==> src/rtl/mem_port.sv <==
// Memory port for the multicycle core: one outstanding access at a time,
// with a fetch/data address mux, an IR/MDR capture path and a wait timeout.
module mem_port #(
  parameter int TIMEOUT = 255
) (
  input  logic        clk,
  input  logic        rst,
  input  logic        start,
  input  logic        IorD,
  input  logic        MemWrite,
  input  logic        IRWrite,
  input  logic [31:0] pc,
  input  logic [31:0] alu_out,
  input  logic [31:0] wdata,
  input  logic [31:0] mem_rdata,
  input  logic        mem_ack,
  output logic        mem_req,
  output logic        mem_we,
  output logic [31:0] mem_addr,
  output logic [31:0] mem_wdata,
  output logic [31:0] ir,
  output logic [31:0] mdr,
  output logic [5:0]  Op,
  output logic [5:0]  Funct,
  output logic        busy,
  output logic        done,
  output logic        fault
);

  typedef enum logic [1:0] {
    IDLE,
    REQ,
    DONE,
    ERR
  } state_t;

  // Last counter value before the wait budget is exhausted.
  localparam logic [7:0] LAST = 8'(TIMEOUT - 1);

  state_t      state_q;
  state_t      state_d;
  logic [7:0]  wait_q;
  logic        iord_q;
  logic        irw_q;
  logic [31:0] addr;
  logic        misal;
  logic        expire;

  assign addr   = IorD ? alu_out : pc;
  assign misal  = |addr[1:0];
  assign expire = (wait_q == LAST);

  assign Op    = ir[31:26];
  assign Funct = ir[5:0];
  assign busy  = (state_q != IDLE);

  always_ff @(posedge clk) begin
    if (rst) begin
      state_q <= IDLE;
    end else begin
      state_q <= state_d;
    end
  end

  always_comb begin
    state_d = state_q;
    unique case (state_q)
      IDLE: begin
        if (start) begin
          state_d = misal ? ERR : REQ;
        end
      end
      REQ: begin
        if (mem_ack) begin
          state_d = DONE;
        end else if (expire) begin
          state_d = ERR;
        end
      end
      DONE:    state_d = IDLE;
      ERR:     state_d = IDLE;
      default: state_d = IDLE;
    endcase
  end

  always_ff @(posedge clk) begin
    if (rst) begin
      mem_req   <= 1'b0;
      mem_we    <= 1'b0;
      mem_addr  <= '0;
      mem_wdata <= '0;
      ir        <= '0;
      mdr       <= '0;
      done      <= 1'b0;
      fault     <= 1'b0;
      wait_q    <= '0;
      iord_q    <= 1'b0;
      irw_q     <= 1'b0;
    end else begin
      done  <= 1'b0;
      fault <= 1'b0;
      unique case (state_q)
        IDLE: begin
          if (start) begin
            iord_q    <= IorD;
            irw_q     <= IRWrite;
            mem_addr  <= addr;
            mem_wdata <= wdata;
            wait_q    <= '0;
            if (misal) begin
              fault <= 1'b1;
            end else begin
              mem_req <= 1'b1;
              mem_we  <= MemWrite;
            end
          end
        end
        REQ: begin
          if (mem_ack) begin
            mem_req <= 1'b0;
            mem_we  <= 1'b0;
            done    <= 1'b1;
            // Stores never touch IR/MDR; fetches only with IRWrite.
            if (!mem_we) begin
              if (iord_q) begin
                mdr <= mem_rdata;
              end else if (irw_q) begin
                ir <= mem_rdata;
              end
            end
          end else if (expire) begin
            mem_req <= 1'b0;
            mem_we  <= 1'b0;
            fault   <= 1'b1;
          end else begin
            wait_q <= wait_q + 8'd1;
          end
        end
        default: begin
        end
      endcase
    end
  end

endmodule

==> config.mk <==
export PLATFORM = sky130hd
export DESIGN_NAME = mem_port
export DESIGN_NICKNAME = d
export VERILOG_FILES = /design/src/rtl/mem_port.sv
export SDC_FILE = /design/constraint.sdc
export NUM_CORES = 1
export LEC_CHECK = 0
export ABC_CLOCK_PERIOD_IN_PS = 3800
export BUFFER_PORTS_ARGS = -buffer_cell sky130_fd_sc_hd__buf_2
export CAP_MARGIN = 10
export CORE_UTILIZATION = 45
export CTS_BUF_LIST = sky130_fd_sc_hd__clkbuf_4 sky130_fd_sc_hd__clkbuf_8 sky130_fd_sc_hd__clkbuf_16
export CTS_CLUSTER_DIAMETER = 120
export DETAILED_ROUTE_END_ITERATION = 8
export GPL_ROUTABILITY_DRIVEN = 0
export GPL_TIMING_DRIVEN = 1
export PLACE_DENSITY = 0.9
export SYNTH_ARGS = -nofsm -noshare
export SYNTH_HDL_FRONTEND = slang
export SYNTH_SLANG_ARGS = --single-unit
==> constraint.sdc <==
create_clock -name clk -period 3.8 [get_ports clk]
set_clock_uncertainty 0.2 [all_clocks]
set_input_delay 0.38 -clock clk [delete_from_list [all_inputs] [get_ports clk]]
set_output_delay 0.38 -clock clk [all_outputs]
set_load 0.01 [all_outputs]
# --- Yosys cells after proc, flatten, opt, wreduce, memory -nomap -nowiden ---
# Cells that the tools add are included.
totals:
  reg_bits: 144
  out_inout_bits: 145
op_classes:
  add_sub_neg: 1
  eq_ne: 9
  muxes: 24
  n_bitwise: 3
  n_reduce_logical: 12
op_table:
  columns: ["op", "count"]
  rows:
  - ["32-bit two-way mux", 1]
  - ["8-bit two-way mux", 3]
  - ["8-bit one-hot mux with 2 select lines", 1]
  - ["4-bit AND reduction", 3]
  - ["1-bit two-way mux", 11]
  - ["8-bit by 1-bit adder with 8-bit output (second input constant)", 1]
  - ["8-bit equality test (second input constant)", 1]
  - ["2-bit two-way mux", 4]
  - ["2-bit != test (second input constant)", 4]
  - ["1-bit one-hot mux with 2 select lines", 3]
  - ["2-bit one-hot mux with 3 select lines", 1]
  - ["2-bit OR reduction", 3]
  - ["5-bit AND reduction", 1]
  - ["2-bit equality test (second input constant)", 2]
  - ["2-bit AND reduction", 2]
  - ["2-bit nonzero test", 2]
  - ["3-bit != test (second input constant)", 1]
  - ["1-bit NOT", 3]
  - ["2-bit by 1-bit equality test with 1-bit output (second input constant)", 1]
  - ["2-bit zero test", 1]

# --- Depth between registers and ports, before layout ---
# Gate-level depths: netlist (run 1).
logic_depth:
  word_depth: 5
  depth_mapped: 7

# --- Worst setup path after synthesis (run 1) ---
# OpenSTA, ideal clock, no wires.
synth_timing:
  path_kind: "register -> register"
  startpoint: "register wait_q[1]"
  endpoint: "register mem_req"
  t_arrival_ps: 1566
  required_ps: 3479
  path_slack_ps: 1913
  path_stages_with_launch: 6
  n_path_buf: 0
  path_cell_list: "dfxtp_1 > ha_1 > and3_1 > a21oi_4 > nor4_4 > mux2_2"
synth_between:
  elab_chain_len: 3
synth_rtl:
  columns: ["element", "line", "rtl"]
  rows:
  - ["start, declared", "42", "logic [7:0] wait_q;"]
  - ["start signal, assigned", "136", "wait_q <= wait_q + 8'd1;"]
  - ["8-bit equality test", "51", "assign expire = (wait_q == LAST);"]
  - ["3-bit != test (no source line)", null, null]
  - ["4-bit AND reduction (no source line)", null, null]
  - ["end signal, assigned", "88", "mem_req <= 1'b0;"]
  - ["end signal, assigned", "113", "mem_req <= 1'b1;"]
  - ["end signal, assigned", "120", "mem_req <= 1'b0;"]
  - ["end, declared", "17", "output logic mem_req,"]
# Every way passes these cells.
# A chain may end at the register's enable or synchronous reset.

# --- Final worst setup path (run 1) ---
layout_timing:
  startpoint: "register state_q[0]"
  endpoint: "register mdr[28]"
layout_between:
  elab_chain_len: 2
layout_rtl:
  columns: ["element", "line", "rtl"]
  rows:
  - ["start, declared", "40", "state_t state_q;"]
  - ["start signal, assigned", "61", "state_q <= state_d;"]
  - ["2-bit by 1-bit equality test with 1-bit output", "102", "unique case (state_q)"]
  - ["4-bit AND reduction (no source line)", null, null]
  - ["end signal, assigned", "126", "mdr <= mem_rdata;"]
  - ["end, declared", "22", "output logic [31:0] mdr,"]
# Every way passes these cells.

==> flow_metrics.py, run 1 <==
metrics = {
    "sta": {
        "min_period_ns": 2.46,
        "slew_violations": 0,
        "rsz0062_at_grt": "false",
        "setup-violations-final": 0,
        "slew_headroom_pct": 27.8,
        "min_period_over_period_pct": 64.7,
        "fmax_mhz": 407,
        "hold_viol_final": 0,
        "tightest_slew_ns": 1.08,
        "tns_ns": 0,
        "hold-worst-slack_ns": 0.0162,
    },
    "yosys": {
        "synth_area_mm2": 0.00585,
        "synth_top_family_by_area": "simple AND/OR/NAND/NOR gates",
        "syn_nets": 811,
        "synthAdderAreaFrac_pct": 0.428,
        "synth_cell_types": 45,
        "post-synth-top-count-cell": "nand2_1",
        "synthSimpleGateAreaFrac_pct": 20.5,
        "synth_compound_area_share_pct": 16.1,
        "yosysTopAreaCell": "dfxtp_1",
        "synth_common_cells": "nand2_1 (201), dfxtp_1 (144), a21oi_1 (81), nor2_1 (39), mux2i_1 (34)",
        "synth_top_area_share_pct": 49.3,
        "syn_avg_cell_area_um2": 8.68,
        "ys_ff_latch": 144,
        "synthArstFlopShare_pct": 0,
        "synth_area_leaders": "dfxtp_1 (49%), nand2_1 (13%), a21oi_1 (6.9%)",
        "synth_edf_count": 0,
        "netlist_instances": 674,
        "ys_warn_count": 0,
        "synth_xor_area_share_pct": 0.449,
        "synth.area.mux_share_pct": 6.20,
        "synthFlopType": "dfxtp_1",
        "synth-seq-area-share_pct": 49.3,
    },
    "detailed_routing": {
        "vias": 5668,
        "post_drt_wl_per_cell_um": 13.9,
        "routed_wl_um": 15700,
        "ant_nets": 0,
        "drt-initial-drc-count": 318,
        "drc": 0,
        "dr.pass1.iters": 6,
        "via_per_inst": 5.00,
    },
    "cts": {
        "clk_latency_ns": 0.41,
        "cts_sinks": 144,
        "cts_buffer_depth": 2,
        "root_buffer": "clkbuf_16",
        "clkTransAtPathRegs_ns": 0.06,
        "tritoncts": "built",
        "cts_made_buffers": 17,
        "h-tree-depth": 4,
    },
    "cells_and_area": {
        "layout-drive-gt1-share_pct": 36.9,
        "stdcell_count": 1134,
        "stdcell_area_mm2": 0.00808,
        "area_delta_synth_final_pct": 38.1,
        "fin_nets": 1085,
    },
    "floorplanning": {
        "rows": 41,
        "design.core.area_mm2": 0.0127,
        "die_w_um": 116,
        "die_area_mm2": 0.0135,
        "initial_core_util_pct": 46.2,
        "dieHeight_um": 116,
        "io_pins": 280,
    },
    "critical_path": {
        "path_cells": "nor4bb_4 > nand2_1 > nand2_1 > a21oi_1",
        "criticalPathCategory": "register to register",
        "max_stage_delay_ns": 0.68,
        "path_max_fanout": 32,
        "crit_top_cell": "nand2_1",
        "cp-start-kind": "register",
        "slowest_stage": "nand2_1",
        "reg2reg_slack_ns": 1.34,
        "worstPathRequired_ns": 3.87,
        "critPathCaptureType": "register",
        "cp.arrival_ns": 2.53,
    },
    "global_route": {
        "gr-usage-all-layers_pct": 23.4,
        "grt-ovfl-total": 0,
        "grt_pass1_wl_um": 24300,
        "antenna_found_initial": 1,
        "grt_pass1_vias": 5235,
        "grt_max_degree": 95,
    },
    "placed_design": {
        "dp_hpwl_um": 10700,
        "port_buffers": 279,
        "dp.cells": 1069,
        "place_area_mm2": 0.00712,
    },
    "run": {
        "drv_cap": 0,
    },
    "power": {
        "ir_worst_vdd_mv": 0.307,
        "power.density_mw_per_mm2": 474,
        "power.leakage_uw": 0.00365,
    },
    "run_status": {
        "status": "completed",
    },
    "worst_hold_path": {
        "min_path_type": "input port to register",
    },
}
-- state kept, by name, indices dropped and copies added, names as in the netlist --
signal / flops
mem_req: 1
state_q: 2
mem_wdata: 32
ir: 32
irw_q: 1
wait_q: 8
fault: 1
mem_we: 1
iord_q: 1
mem_addr: 32
done: 1
mdr: 32
-- layout make-up --
type,count,area (um^2)
repair buffers,318,1780
clock inverters,10,159
well taps,172,215
flip-flops and latches,144,2880
fillers,1042,4590
inverters,2,7.51
diodes,1,2.50
clock buffers,22,475
multi-input cells,465,2550
-- worst paths after layout --
path,start,end,cells past startpoint
max,state_q[0],mdr[28],4
min,wdata[22],mem_wdata[22],3
max reg2reg,state_q[0],mdr[28],4
min reg2reg,mdr[2],mdr[2],2
-- repair_timing --
item | 4_1_cts | 5_1_grt
buffers inserted | 0 | 0
resized for setup | 0 | 0
endpoints found under the setup margin | 0 | 0
endpoints found under the hold margin | 32 | 0
hold buffers | 32 | 0
-- through the flow --
stage	total power (uW)	utilization (%)	worst slack, ns
floorplan	1900	-	1.91
global placement	2060	56.2	1.48
detailed placement	2070	56.2	1.31
CTS	3870	63.8	1.32
global route	3990	63.8	1.11
finish	3830	63.8	1.34
-- placed cells by master, fill, tap and decap left out, types with 4 or more instances in the layout --
cell type / n
buf_2: 278
nand2_1: 201
dfxtp_1: 144
a21oi_1: 81
nor2_1: 39
mux2i_1: 34
a211oi_1: 33
dlygate4sd3_1: 32
a21oi_2: 23
clkbuf_16: 17
nor3_1: 7
nand3_1: 7
buf_4: 7
bufinv_16: 4
-- cells by family after synthesis --
kind of cell / Yosys count
compound gates: 147
buf+inv: 65
flops: 144
xor+xnor: 3
fa+ha+maj: 2
simple gates: 277
mux: 36
-- power breakdown --
part	leakage (uW)	internal [uW]	switching, uW
Combinational	0.00217	199	241
Clock	0.000310	1150	615
Sequential	0.00117	1580	42.2
Total	0.00365	2930	898
-- critical path: cells and delay by family, from the launching register on --
kind	cells	cell delay, ns
simple gates	3	1.41
flops	1	0.59
compound gates	1	0.09
-- routing by layer --
layer | global-route usage [%] | share of wire (%) | wire length (um) | up-vias
li1 | - | - | - | 2805
met4 | 12.3 | 2.8 | 441 | 0
met3 | 7.17 | 7.4 | 1170 | 35
met5 | 0 | 0 | 0 | -
met1 | 25.2 | 41 | 6400 | 2568
met2 | 41.0 | 49 | 7730 | 260
(Power assumes the default switching activity.)
==> run 2: changes to the inputs <==
ABC_CLOCK_PERIOD_IN_PS = 2200   (was 3800)
CORE_UTILIZATION = 42   (was 45)
PLACE_DENSITY = 0.89   (was 0.9)
clock period = 2.2 ns   (was 3.8 ns; I/O delays follow)
==> flow_metrics.py, run 2 (same netlist as run 1, synthesis figures left out) <==
metrics = {
    "critical_path": {
        "criticalPathCategory": "input port to register",
        "critPathCaptureType": "register",
        "crit_top_cell": "dlygate4sd3_1",
        "path_max_fanout": 30,
        "rr_worst_depth": 5,
        "worstPathRequired_ns": 2.33,
        "cp.arrival_ns": 2.29,
        "slowest_stage": "dlygate4sd3_1",
        "cp-start-kind": "input port",
        "max_stage_delay_ns": 0.58,
        "path_cells": "dlygate4sd3_1 > buf_2 > buf_8 > mux2i_1 > dlygate4sd3_1 > a211oi_1",
    },
    "detailed_routing": {
        "drt-initial-drc-count": 435,
        "via_per_inst": 5.19,
        "dr.pass1.iters": 5,
        "post_drt_wl_per_cell_um": 16.3,
        "vias": 6446,
        "drc": 0,
        "ant_nets": 0,
        "routed_wl_um": 20300,
    },
    "run_status": {
        "status": "completed",
    },
    "cells_and_area": {
        "area_delta_synth_final_pct": 57.5,
        "stdcell_area_mm2": 0.00922,
        "antenna_cells": 0,
        "fin_nets": 1192,
        "utilization_pct": 68.8,
        "final_cell_mix": "buf_2 (278), nand2_1 (201), dfxtp_1 (144)",
        "layout-drive-gt1-share_pct": 33.8,
        "layout_commonest_cell": "buf_2",
        "nFillCells": 910,
    },
    "sta": {
        "rsz0062_at_grt": "false",
        "fmax_mhz": 463,
        "slew_violations": 0,
        "min_period_over_period_pct": 98.2,
        "slew_headroom_pct": 59.6,
        "setup_ws_ns": 0.0390,
        "hold_viol_final": 0,
        "setup-violations-final": 0,
        "tightest_slew_ns": 0.606,
        "hold-worst-slack_ns": 0.0273,
        "min_period_ns": 2.16,
        "tns_ns": 0,
    },
    "global_route": {
        "grt_pass1_vias": 6513,
        "grt_pass1_wl_um": 31700,
        "grt-ovfl-total": 0,
        "grt_use_met3_pct": 8.27,
        "gr-usage-all-layers_pct": 28.0,
        "grt_busiest_layer": "met2",
        "use_met2_pct": 48.1,
        "grtUsageMet1_pct": 30.2,
        "antenna_found_initial": 0,
        "grt_max_degree": 68,
    },
    "worst_hold_path": {
        "hold_depth": 3,
        "min_path_type": "input port to register",
    },
    "run": {
        "drv_cap": 0,
    },
    "power": {
        "ir_worst_vdd_mv": 0.478,
        "power.leakage_uw": 0.00413,
        "power.density_mw_per_mm2": 754,
    },
    "cts": {
        "clk_latency_ns": 0.42,
        "cts_sinks": 144,
        "cts_made_buffers": 17,
        "clkTransAtPathRegs_ns": 0.06,
        "h-tree-depth": 4,
        "tritoncts": "built",
        "cts_buffer_depth": 2,
        "root_buffer": "clkbuf_16",
    },
    "floorplanning": {
        "rows": 42,
        "design.core.area_mm2": 0.0134,
        "io_pins": 280,
        "initial_core_util_pct": 43.7,
        "die_area_mm2": 0.0144,
        "dieHeight_um": 120,
        "die_w_um": 120,
    },
    "placed_design": {
        "dp_hpwl_um": 11100,
        "place_area_mm2": 0.00724,
        "preCtsSetupSlack_ns": 0.183,
        "port_buffers": 279,
    },
}
run 2: changes by cell type in the layout (fill, tap and decap cells not counted):
cell / previous run / this run
dlygate4sd3_1: 32 / 132
buf_12: 1 / 6
clkinv_4: 1 / 4
clkbuf_4: 3 / 1
clkbuf_8: 2 / 0
buf_4: 7 / 8
buf_8: 0 / 1
bufinv_16: 4 / 5
clkinv_2: 3 / 2
clkinvlp_4: 2 / 1
diode_2: 1 / 0
inv_6: 0 / 1
run 2: cell type report:
class,instances,area [um^2],share of cell area [%]
Clock buffer,18,433,4.70
Timing Repair Buffer,425,2910,31.5
Clock inverter,13,211,2.29
Multi-Input combinational cell,465,2550,27.7
Inverter,2,7.51,0.0814
Sequential cell,144,2880,31.3
Tap cell,176,220,2.39
run 2: report_power, final:
| group | leakage, uW | total (uW) | switching [uW] | internal (uW) |
|---|---|---|---|---|
| Combinational | 0.00264 | 990 | 500 | 491 |
| Sequential | 0.00117 | 2810 | 76.4 | 2730 |
| Clock | 0.000314 | 3150 | 1130 | 2020 |
| Total | 0.00413 | 6950 | 1700 | 5240 |
run 2: final timing paths:
path | from | to | slack (ns)
worst max-delay path | IorD | mem_addr[11] | 0.04
worst min-delay path | alu_out[27] | mem_addr[27] | 0.03
worst max register to register | wait_q[1] | mem_req | 0.11
worst min register to register | mdr[10] | mdr[10] | 0.25
run 2: what timing repair did:
| action | CTS | global route |
|---|---|---|
| endpoints found under the setup margin | 0 | 2 |
| resized for setup | 0 | 3 |
| hold endpoints to repair | 134 | 0 |
| hold buffers | 132 | 0 |
| setup buffers | 0 | 0 |
run 2: worst max-delay path, delay by kind of cell:
kind	cells	cell delay [ns]
compound gates	1	0.26
buf+inv	4	1.68
mux	1	0.13
run 2: metrics by stage:
stage	cells	total power, uW
6_report	1243	6950
5_1_grt	1243	7190
3_3_place_gp	1080	3590
4_1_cts	1243	6930
2_1_floorplan	674	3270
3_5_place_dp	1080	3610
run 2: per-layer routing:
layer | up-vias | routed length (um)
met4 | 0 | 878
met1 | 2957 | 7720
met2 | 391 | 9910
met3 | 76 | 1770
li1 | 3022 | -
met5 | - | 0
